## config.mk

```make
export PLATFORM = sky130hd
export DESIGN_NAME = dmem_arbiter
export DESIGN_NICKNAME = d
export VERILOG_FILES = /design/src/rtl/dmem_arbiter.sv
export SDC_FILE = /design/constraint.sdc
export NUM_CORES = 1
export LEC_CHECK = 0
export CAP_MARGIN = 20
export CORE_AREA = 2 2 187 189
export CTS_CLUSTER_SIZE = 14
export DETAILED_ROUTE_END_ITERATION = 8
export DIE_AREA = 0 0 189 191
export PLACE_DENSITY = 0.51
export REMOVE_ABC_BUFFERS = 1
export SLEW_MARGIN = 10
export SYNTH_ARGS = -nofsm -noshare
export SYNTH_HDL_FRONTEND = slang
export SYNTH_SLANG_ARGS = --single-unit
```

## constraint.sdc

```tcl
create_clock -name clk -period 2 [get_ports clk]
set_input_delay 0.5 -clock clk [delete_from_list [all_inputs] [get_ports clk]]
set_output_delay 0.5 -clock clk [all_outputs]
set_load 0.02 [all_outputs]
```

## src/rtl/dmem_arbiter.sv

```systemverilog
// dmem_arbiter: round-robin two-port sequencer in front of a single-port data memory.
// Accepts one request at a time, strobes the memory for one cycle, then holds a registered response.
module dmem_arbiter #(
  parameter int n  = 64,
  parameter int AW = 8
) (
  input  logic          clk,
  input  logic          rst_n,
  input  logic          req0_valid,
  output logic          req0_ready,
  input  logic          req0_we,
  input  logic [AW-1:0] req0_addr,
  input  logic [n-1:0]  req0_wdata,
  output logic          rsp0_valid,
  input  logic          rsp0_ready,
  output logic [n-1:0]  rsp0_rdata,
  input  logic          req1_valid,
  output logic          req1_ready,
  input  logic          req1_we,
  input  logic [AW-1:0] req1_addr,
  input  logic [n-1:0]  req1_wdata,
  output logic          rsp1_valid,
  input  logic          rsp1_ready,
  output logic [n-1:0]  rsp1_rdata,
  output logic [n-1:0]  mem_addr,
  output logic [n-1:0]  mem_wdata,
  output logic          mem_read,
  output logic          mem_write,
  input  logic [n-1:0]  mem_rdata
);
  typedef enum logic [1:0] {IDLE, ACCESS, RESP} state_t;
  state_t state, state_nx;
  logic gnt, last, we_q, win, hs, rsp_hs;
  logic [AW-1:0] addr_q;
  logic [n-1:0] wdata_q, rdata_q;
  // On a tie the port that did not win last time goes next
  assign win = (req0_valid && req1_valid) ? ~last : req1_valid;
  assign hs = state == IDLE && (req0_valid || req1_valid);
  assign req0_ready = rst_n && hs && !win;
  assign req1_ready = rst_n && hs && win;
  assign rsp_hs = gnt ? rsp1_ready : rsp0_ready;
  assign mem_addr = {{(n-AW){1'b0}}, addr_q};
  assign mem_wdata = wdata_q;
  assign mem_read = state == ACCESS && !we_q;
  assign mem_write = state == ACCESS && we_q;
  assign rsp0_valid = state == RESP && !gnt;
  assign rsp1_valid = state == RESP && gnt;
  assign rsp0_rdata = rsp0_valid ? rdata_q : '0;
  assign rsp1_rdata = rsp1_valid ? rdata_q : '0;
  always_comb begin
    state_nx = state;
    case (state)
      IDLE:    state_nx = hs ? ACCESS : IDLE;
      ACCESS:  state_nx = RESP;
      RESP:    state_nx = rsp_hs ? IDLE : RESP;
      default: state_nx = IDLE;
    endcase
  end
  always_ff @(posedge clk or negedge rst_n) begin
    if (!rst_n) begin
      state <= IDLE;
      gnt <= 1'b0;
      last <= 1'b1;
      we_q <= 1'b0;
      addr_q <= '0;
      wdata_q <= '0;
      rdata_q <= '0;
    end else begin
      state <= state_nx;
      if (hs) begin
        gnt <= win;
        last <= win;
        we_q <= win ? req1_we : req0_we;
        addr_q <= win ? req1_addr : req0_addr;
        wdata_q <= win ? req1_wdata : req0_wdata;
      end
      if (state == ACCESS) rdata_q <= we_q ? '0 : mem_rdata;
    end
  end
endmodule

```

After elaboration in Yosys (flattened, before gate mapping)
Index checks and enable logic that the tools add are counted.
{ "op_classes": {"n_bitwise": 1, "n_eq_ne": 2, "reduce_logical": 14, "n_mux": 11} }
{ "op_table": {"columns": ["operator", "count"], "rows": [
  ["two-way mux 64 bit", 4],
  ["logical AND 1 bit", 9],
  ["two-way mux 8 bit", 1],
  ["one-hot mux 2 bit (3 select lines)", 1],
  ["two-way mux 1 bit", 4],
  ["logical NOT 1 bit", 3],
  ["== test 2 x 1 -> 1 bit, second input constant", 1],
  ["== test 2 bit, second input constant", 1],
  ["logical NOT 2 bit", 1],
  ["two-way mux 2 bit", 1],
  ["logical OR 1 bit", 1],
  ["inverter 1 bit", 1]
]} }
{ "word_totals": {"out_inout_bits": 262, "wordCells": 35, "input_bits": 216, "register_bits": 141} }

Logic depth before layout (Yosys ltp)
Gate-level depths: netlist (run 1).
{ "logic_depth": {"depth_word": 4, "ltp_mapped": 5, "mapped_depth_nobuf": 3} }

Worst setup path after synthesis (run 1)
No wires, ideal clock.
{ "synth_path": {"kind": "input to output", "start": "input req1_valid", "end": "output req1_ready", "cell_stages": 4, "path_buffers": 2, "path_slack_ns": -0.282, "arrival_ns": 1.782, "required_ns": 1.500, "cell_sequence": "a21bo_2 buf_6 buf_6 nor4b_1"} }
{ "synth_via": {"elab_chain_cells": 4} }
{ "synth_rtl": {"columns": ["item", "line", "rtl"], "rows": [
  ["start, declared", "17", "input logic req1_valid,"],
  ["logical OR 1 bit", "38", "assign hs = state == IDLE && (req0_valid || req1_valid);"],
  ["logical AND 1 bit", "38", null],
  ["logical AND 1 bit", "40", "assign req1_ready = rst_n && hs && win;"],
  ["logical AND 1 bit *", "40", null],
  ["end, declared", "18", "output logic req1_ready,"]
]} }
Every way passes the cells marked *; elsewhere a longest branch is shown, timed or not.

Worst setup path in the final report (run 1)
{ "layout_path": {"start": "register state[0]", "end": "output rsp0_rdata[5]"} }
{ "layout_via": {"elab_chain_cells": 3} }
{ "layout_rtl": {"columns": ["item", "line", "rtl"], "rows": [
  ["start, declared", "32", "state_t state, state_nx;"],
  ["start signal, assigned", "69", "state <= state_nx;"],
  ["== test 2 bit", "46", "assign rsp0_valid = state == RESP && !gnt;"],
  ["logical AND 1 bit", "46", null],
  ["two-way mux 64 bit", "48", "assign rsp0_rdata = rsp0_valid ? rdata_q : '0;"],
  ["end, declared", "16", "output logic [n-1:0] rsp0_rdata,"]
]} }
No other way between the ends.

==> results of run 1 <==
[synthesized netlist by cell type (all sizes together)]
cell type and number:
a21bo 1, mux2i 2, nand2b 2, conb 1
buf 73, mux2 145, dfstp 1, inv 2
and3 1, o21a 1, o21ai 65, o32ai 1
clkbuf 34, nor4b 1, nor2 5, dfrtp 140
and2 128, nand2 128, a21oi 1, a31oi 1
[per-layer routing]
| layer | vias up | global-route usage [%] | routed length [um] |
|---|---|---|---|
| met2 | 310 | 26.5 | 14700 |
| met5 | - | 0 | 13 |
| li1 | 3172 | - | - |
| met1 | 3139 | 18.8 | 12300 |
| met4 | 2 | 4.06 | 409 |
| met3 | 16 | 5.86 | 2540 |
[cell usage in the layout (no fill, tap or decap), types with 2 or more instances in the layout]
cell / synthesis / final
dlymetal6s2s_1: 0 / 7
mux2_2: 79 / 79
nor2_4: 0 / 4
clkdlybuf4s50_1: 0 / 278
buf_16: 0 / 5
nand2_1: 128 / 128
nand2b_4: 0 / 2
dfrtp_1: 140 / 140
inv_6: 0 / 3
clkbuf_16: 0 / 22
mux2_4: 66 / 66
buf_4: 60 / 50
mux2i_1: 2 / 2
buf_8: 0 / 2
o21ai_0: 65 / 65
conb_1: 1 / 56
buf_2: 7 / 3
bufinv_16: 0 / 4
clkinvlp_4: 0 / 3
and2_1: 128 / 59
buf_12: 0 / 11
and2_4: 0 / 69
clkinv_4: 0 / 2
buf_6: 5 / 107
[power by group]
group | switching, mW | internal, mW
Sequential | 0.833 | 4.14
Clock | 1.36 | 2.13
Combinational | 4.50 | 4.96
[per-stage QoR]
stage / setup TNS [ns] / setup slack [ns] / cell area, um^2
floorplan: -281.38 / -1.71 / 7340
global placement: -55.58 / -0.666 / 12500
detailed placement: -56.31 / -0.653 / 12500
CTS: -29.76 / -0.364 / 13100
global route: -29.75 / -0.270 / 13800
finish: -17.07 / -0.163 / 13800
[kinds of logic after synthesis]
family | Yosys count | synth area share (%)
AND/OR/NAND/NOR | 265 | 17.0
multiplexers | 147 | 24.4
flip-flops | 141 | 45.2
buffers and inverters | 109 | 8.72
AO/OA/AOI/OAI | 70 | 4.65
other | 1 | 0.0480
[sequential cells by signal, summed over array words and instances (netlist names)]
name,cells
mem_wdata,64
rdata_q,64
addr_q,8
state,2
gnt,1
last,1
we_q,1
[what timing repair did]
action / 4_1_cts / 5_1_grt
gates resized for setup: 563 / 295
setup buffers: 3 / 6
cloned: 4 / 6
pin swaps: 4 / 17
hold buffers: 0 / 0
setup endpoints to repair: 134 / 140
[worst max-delay path: cells and delay by family (launching register included)]
| kind | cells | cell delay, ns |
|---|---|---|
| flip-flops | 1 | 0.37 |
| AND/OR/NAND/NOR | 3 | 0.41 |
| buffers and inverters | 3 | 0.46 |
[layout make-up]
class | count | area (um^2) | share of cell area [%]
Clock inverter | 12 | 186 | 1.35
Clock buffer | 19 | 443 | 3.22
Timing Repair Buffer | 469 | 4990 | 36.2
Tap cell | 455 | 569 | 4.14
Multi-Input combinational cell | 538 | 4040 | 29.3
Antenna cell | 1 | 2.50 | 0.0182
Sequential cell | 141 | 3530 | 25.6
Inverter | 2 | 7.51 | 0.0545
[path summary, 6_finish.rpt]
path / to / cells after the start
worst max-delay path: rsp0_rdata[5] / 6
worst min-delay path: mem_wdata[41] / 3
worst max register to register: mem_wdata[47] / 6
worst min register to register: rdata_q[19] / 2
max in group asynchronous: rdata_q[14] / 3
min in group clk: last / 3
==> results_dict.tcl, run 1 <==
set metrics [dict create \
    avgSynthCellArea_um2 10.6 \
    rrSetupSlack_ns 0.05 \
    worstSetupPathType "register to primary output" \
    cts_tree "built" \
    synth_top_area_cell "dfrtp_1" \
    finalCritPeriodShare_pct 108 \
    synth_seq_area_share_pct 45.2 \
    synthTopCellsByArea "dfrtp_1 45%, mux2_4 13%, mux2_2 11%" \
    max-slew-margin-rel_pct 43.3 \
    cp-start-kind "register" \
    num_vias 6639 \
    period_needed_ns 2.16 \
    end_kind "primary output" \
    path_max_fanout 7 \
    clockBufferDepth 2 \
    drt-vias-per-instance 4.06 \
    critPathSlowestCell "dfrtp_1" \
    area_delta_synth_final_pct 76.3 \
    synth_top_area_share_pct 44.9 \
    clock_skew_ns 0.0122 \
    timing.rr.start "last" \
    placed_cells 1587 \
    dp_hpwl_mm 20.7 \
    die_height_um 191 \
    leakagePower_nw 6.28 \
    status "complete, but fails checks" \
    grt_usage_pct 15.7 \
    violations "setup timing" \
    slowest_delay_ns 0.37 \
    synthCells 733 \
    postRouteAntennaNets 0 \
    overflow 0 \
    port_buffers 421 \
    setup_viol 132 \
    drv_slew 0 \
    clockRootBuffer "clkbuf_16" \
    synthDistinctLibCells 24 \
    final_cells 1637 \
    ys_warn_count 0 \
    final.setup.worst_slack_ns -0.163 \
    grt_max_degree 142 \
    grt_first_pass_wirelength_mm 42.2 \
    drtIter0Drc 149 \
    antenna_found_initial 1 \
    num-nets-final 1385 \
    clock_sinks 141 \
    cts_made_buffers 17 \
    whs_ns 0.302 \
    startpoint "state[0]" \
    syn-cell-area_um2 7800 \
    worst_pin_slew_ns 0.850 \
    clock_latency_ns 0.42 \
    gp_congestion 0.772 \
    utilization_pct 40.3 \
    dieArea_um2 36100 \
    grt_pass1_vias 6685 \
    initial_core_util_pct 22.9 \
    peakVddDrop_mv 0.923 \
    drcViolationCount 0 \
    worstPathCellList "nand2b_4 > nor2_4 > buf_6 > clkbuf_16 > and2_1 > buf_4" \
    rsz0062_at_grt "true" \
    critPathArrivalTime_ns 1.66 \
    clk_pin_slew_ns 0.07 \
    hold_class "input pin to asynchronous set/reset pin" \
    core-area_um2 34100 \
    nFillCells 3359 \
    wl_per_cell_um 18.3 \
    final_hold_viol_count 0 \
    power_density_nw_per_um2 1300 \
    drive_above_1_share_pct 37.1 \
    drv_cap 0 \
    num_io_pins 478 \
    rows 68 \
    power.total_mw 17.9 \
    fmax_mhz 462 \
    cp.required_ns 1.50 \
    h-tree-depth 4 \
    wirelength_mm 30.0 \
    synth_seq_cells 141 \
    fp.dieW_um 189 \
    dr.pass1.iters 4 \
]
(Power assumes the default switching activity.)
==> inputs of run 2 (changes only) <==
--- a/config.mk
+++ b/config.mk
@@ -7,10 +7,8 @@
 export LEC_CHECK = 0
 export CAP_MARGIN = 20
 export CORE_AREA = 2 2 187 189
-export CTS_CLUSTER_SIZE = 14
 export DETAILED_ROUTE_END_ITERATION = 8
 export DIE_AREA = 0 0 189 191
-export PLACE_DENSITY = 0.51
 export REMOVE_ABC_BUFFERS = 1
 export SLEW_MARGIN = 10
 export SYNTH_ARGS = -nofsm -noshare
==> run 2 against run 1 <==
The run still ends with setup timing left. Combinational power increased by 2%. Die area unchanged. Sequential power rose by 0.8%. Sequential share of layout area shrank 0.31 points. Register-to-register slack improved by 0.08 ns. Wire length grew 0.35%. Critical path type unchanged. Largest cell class unchanged.
==> results_dict.tcl, run 2 (synthesis gave the netlist of run 1 again) <==
set metrics [dict create \
    clock_sinks 141 \
    grt_max_degree 142 \
    rows 68 \
    drv_cap 0 \
    gp_congestion 0.777 \
    drcViolationCount 0 \
    power_density_nw_per_um2 1280 \
    area_delta_synth_final_pct 78.5 \
    rr_worst_depth 5 \
    drt-vias-per-instance 4.12 \
    fp.dieW_um 189 \
    tns_ns -23.92 \
    peakVddDrop_mv 0.852 \
    clock_latency_ns 0.44 \
    leakagePower_nw 6.36 \
    clock_skew_ns 0.0103 \
    worstSetupPathType "register to primary output" \
    worst_pin_slew_ns 0.997 \
    cp-start-kind "register" \
    num-nets-final 1386 \
    whs_ns 0.224 \
    slowest_delay_ns 0.37 \
    critical_path_buf_inv_count 3 \
    rsz0062_at_grt "true" \
    postRouteAntennaNets 0 \
    cts_tree "built" \
    core-area_um2 34100 \
    initial_core_util_pct 22.9 \
    drtIter0Drc 188 \
    cp_num_cells 6 \
    fmax_mhz 450 \
    critPathSlowestCell "dfrtp_1" \
    final.setup.worst_slack_ns -0.223 \
    die_height_um 191 \
    port_buffers 421 \
    clk_pin_slew_ns 0.06 \
    h-tree-depth 4 \
    critPathArrivalTime_ns 1.72 \
    cts_made_buffers 17 \
    violations "setup timing" \
    status "complete, but fails checks" \
    final_hold_viol_count 0 \
    period_needed_ns 2.22 \
    setup_viol 131 \
    dp_hpwl_mm 20.1 \
    num_io_pins 478 \
    dieArea_um2 36100 \
    clockBufferDepth 2 \
    wirelength_mm 30.1 \
    clockRootBuffer "clkbuf_16" \
    antenna_found_initial 2 \
    grt_usage_pct 15.9 \
    drv_slew 0 \
    overflow 0 \
    worstPathCellList "nand2b_4 > nor2_4 > buf_12 > clkbuf_16 > and2_1 > buf_6" \
    grt_pass1_vias 6862 \
    path_max_fanout 12 \
    wl_per_cell_um 18.4 \
    num_vias 6745 \
    dp_slack_ns -0.657 \
    drive_above_1_share_pct 40.2 \
    hold_class "input pin to asynchronous set/reset pin" \
    cp.required_ns 1.50 \
    dr.pass1.iters 4 \
    max-slew-margin-rel_pct 33.5 \
    layout.cells.most_common "clkdlybuf4s50_1" \
    path_delay_family "buffers and inverters" \
    finalCritPeriodShare_pct 111 \
    layout_common_cells "272 x clkdlybuf4s50_1, 140 x dfrtp_1, 128 x nand2_1" \
    grt_first_pass_wirelength_mm 42.7 \
    end_kind "primary output" \
]
==> run 2: where the power goes <==
part / leakage (nW) / switching (mW) / internal (mW) / total, mW
Combinational: 4.34 / 4.58 / 5.04 / 9.62
Clock: 0.284 / 1.32 / 1.95 / 3.27
Sequential: 1.74 / 0.876 / 4.14 / 5.01
==> run 2: final cells by class <==
type	instances	area, um^2
Multi-Input combinational cell	538	4140
Timing Repair Buffer	470	5100
Clock buffer	20	437
Antenna cell	1	2.50
Sequential cell	141	3530
Fill cell	3262	20200
Tap cell	455	569
Inverter	2	7.51
Clock inverter	12	148
==> run 2: tightest hold or removal path, cell delays in order <==
cell and delay (ns):
buf_6 0.09, buf_4 0.12, buf_12 0.46
==> run 2: layer usage <==
| metal | GRT usage [%] | vias to the layer above | routed length [um] |
|---|---|---|---|
| met5 | 0 | - | 12 |
| met3 | 6.48 | 37 | 2740 |
| met1 | 18.0 | 3215 | 11900 |
| li1 | - | 3170 | - |
| met2 | 26.6 | 321 | 14800 |
| met4 | 6.01 | 2 | 626 |
==> run 2: final timing paths <==
path                       slack [ns]             end      start
min reg2reg                      0.51       addr_q[5]  addr_q[5]
min                              0.22        state[1]      rst_n
max                             -0.22  rsp0_rdata[45]   state[0]
max in group asynchronous        0.92     rdata_q[54]      rst_n
max reg2reg                      0.13    mem_wdata[6]       last
min in group clk                 0.51       addr_q[5]  addr_q[5]
==> run 2: through the flow <==
stage	power [mW]	cell area [um^2]	util (%)	cells
global route	18.9	13900	40.8	1639
detailed placement	13.7	12500	36.6	1588
floorplan	9.92	7340	-	681
global placement	13.6	12500	36.6	1588
finish	17.9	13900	40.8	1639
CTS	17.6	13300	39.0	1632
==> run 2: timing repair <==
item                                    4_1_cts  5_1_grt
endpoints found under the setup margin      146      170
resized for setup                           749      181
setup buffers                                 6        3
pin swaps                                     4       32
gates cloned                                  8        4
endpoints found under the hold margin         0        0
hold buffers                                  0        0
==> inputs of run 3 (changes only) <==
--- a/config.mk
+++ b/config.mk
@@ -6,10 +6,9 @@
 export NUM_CORES = 1
 export LEC_CHECK = 0
 export CAP_MARGIN = 20
-export CORE_AREA = 2 2 187 189
+export CORE_AREA = 2 2 185 187
 export DETAILED_ROUTE_END_ITERATION = 8
-export DIE_AREA = 0 0 189 191
-export REMOVE_ABC_BUFFERS = 1
+export DIE_AREA = 0 0 187 189
 export SLEW_MARGIN = 10
 export SYNTH_ARGS = -nofsm -noshare
 export SYNTH_HDL_FRONTEND = slang
==> run 3 against run 2 <==
The flow still finishes with violations (setup timing). Wire length decreased by 5.9%. Core utilization increased by 1.1 points. Design area increased by 0.21%. Clock power about the same. Via count decreased by 1.0%. Critical path depth unchanged. Sequential share of layout area decreased by 0.052 points. Fmax decreased by 3.8%. Worst setup slack got worse by 0.087 ns. Cell count about the same. First-iteration DRC count decreased by 4.3%. Die area decreased by 2.1%. Critical endpoint is now rsp0_rdata[47].
==> results_dict.tcl, run 3 (synthesis gave the netlist of run 1 again) <==
set metrics [dict create \
    status "complete, but fails checks" \
    violations "setup timing" \
    path_delay_family "buffers and inverters" \
    p_sw_mw 6.81 \
    setup_viol 133 \
    clockRootBuffer "clkbuf_16" \
    hold_class "input pin to asynchronous set/reset pin" \
    cts_made_buffers 17 \
    layout_common_cells "282 x clkdlybuf4s50_1, 140 x dfrtp_1, 128 x nand2_1" \
    h-tree-depth 4 \
    grt_first_pass_wirelength_mm 41.3 \
    num-nets-final 1394 \
    power_density_nw_per_um2 1280 \
    final_cells 1640 \
    rows 67 \
    die_height_um 189 \
    power.total_mw 17.9 \
    placed_cells 1573 \
    final.setup.worst_slack_ns -0.311 \
    clock_latency_ns 0.43 \
    leakagePower_nw 6.28 \
    num_io_pins 478 \
    crit-reg2reg-capture "mem_wdata[63]" \
    pwr-share-clk_pct 18.3 \
    timing.rr.start "last" \
    drt-vias-per-instance 4.07 \
    fp.dieW_um 187 \
    antenna_found_initial 1 \
    initial_core_util_pct 23.5 \
    cp-start-kind "register" \
    cp.required_ns 1.50 \
    num_vias 6676 \
    period_needed_ns 2.31 \
    clock_sinks 141 \
    gp_congestion 0.813 \
    path_max_fanout 27 \
    area_delta_synth_final_pct 78.9 \
    peakVddDrop_mv 1.45 \
    critical_path_buf_inv_count 3 \
    p_int_mw 11.1 \
    critPathSlowestCell "dfrtp_1" \
    drv_cap 0 \
    clock_skew_ns 0.0136 \
    critPathArrivalTime_ns 1.81 \
    rrSetupSlack_ns 0.05 \
    drive_above_1_share_pct 39.2 \
    cts_tree "built" \
    clockBufferDepth 2 \
    worst_pin_slew_ns 0.538 \
    dp_slack_ns -0.505 \
    clk_pin_slew_ns 0.07 \
    slowest_delay_ns 0.37 \
    postPlaceCellArea_um2 12400 \
    swShare_pct 38.1 \
    fmax_mhz 433 \
    dr.pass1.iters 4 \
    core-area_um2 33300 \
    drcViolationCount 0 \
    cpMostUsedCell "buf_12" \
    grt_max_degree 130 \
    tns_ns -26.75 \
    worstPathCellList "nand2b_4 > nor2_4 > buf_12 > buf_12 > and2_1 > clkdlybuf4s15_2" \
    end_kind "primary output" \
    postRouteAntennaNets 0 \
    final_hold_viol_count 0 \
    wl_per_cell_um 17.3 \
    dp_hpwl_mm 19.0 \
    worstSetupPathType "register to primary output" \
    seq_power_share_pct 27.9 \
    layout.cells.most_common "clkdlybuf4s50_1" \
    grt_usage_pct 15.3 \
    rsz0062_at_grt "true" \
    cts_hold_buf 0 \
    drtIter0Drc 180 \
    drv_slew 0 \
    wirelength_mm 28.3 \
    max-slew-margin-rel_pct 64.2 \
    nFillCells 3222 \
    port_buffers 421 \
    grt_pass1_vias 6848 \
    p_comb_share_pct 53.8 \
    overflow 0 \
    dieArea_um2 35300 \
    finalCritPeriodShare_pct 116 \
    rr_worst_depth 6 \
    design_area_um2 14000 \
    startpoint "state[0]" \
]
## run 3: cell types whose count changed in the layout (fill, tap and decap cells not counted), moves of 6 or more
cell             change
buf_2               +10
buf_4                -8
clkdlybuf4s50_1     +10
clkdlybuf4s15_2     +24
buf_6               -26
buf_8                +6
and2_4              -19
and2_1              +19
## run 3: worst max-delay path by stage
stage                           endpoint  slack (ns)  cells after the start
final                     rsp0_rdata[47]       -0.31                      6
after detailed placement   mem_wdata[63]       -0.51                      6
after CTS                 rsp1_rdata[35]       -0.39                      6
after global placement        req0_ready       -0.48                      4
after floorplan           rsp0_rdata[10]        0.10                      5
after global routing      rsp0_rdata[38]       -0.40                      6
## run 3: final cells by class
class,instances,area (um^2),area share (%)
repair buffers,478,5170,37.0
multi-input cells,538,4100,29.3
flip-flops and latches,141,3530,25.3
well taps,448,561,4.01
clock buffers,20,467,3.34
clock inverters,12,126,0.905
inverters,2,7.51,0.0538
diodes,1,2.50,0.0179
## run 3: power by group through the flow
stage / Combinational, mW / Clock [mW] / Sequential [mW]
floorplan: 3.97 / 0 / 5.70
global placement: 8.44 / 0 / 4.92
detailed placement: 8.53 / 0 / 4.94
CTS: 9.36 / 3.41 / 4.97
global route: 10.3 / 3.54 / 5.15
finish: 9.62 / 3.27 / 4.98
## run 3: through the flow
step | hold WS, ns | util [%]
global route | 0.243 | 42.0
CTS | 0.234 | 40.7
floorplan | 0.204 | -
global placement | 0.472 | 37.4
finish | 0.230 | 42.0
detailed placement | 0.478 | 37.4
## run 3: routing by layer
layer / global-route usage (%) / vias up / share of wire (%)
li1: - / 3184 / -
met4: 5.40 / 0 / 2.6
met2: 26.2 / 315 / 49
met5: 0 / - / 0
met3: 5.45 / 31 / 8.6
met1: 17.7 / 3146 / 40
## run 3: worst register-to-register path, delay by kind of cell (launching register included)
kind / cells / cell delay [ns]
flip-flops: 1 / 0.54
buffers and inverters: 3 / 0.48
multiplexers: 2 / 0.68
AO/OA/AOI/OAI: 1 / 0.13
## run 3: timing repair
action | CTS | global route
gates resized for setup | 650 | 177
setup buffers | 14 | 11
pin swaps | 13 | 15
hold endpoints to repair | 0 | 0
cloned | 8 | 4
endpoints found under the setup margin | 181 | 142
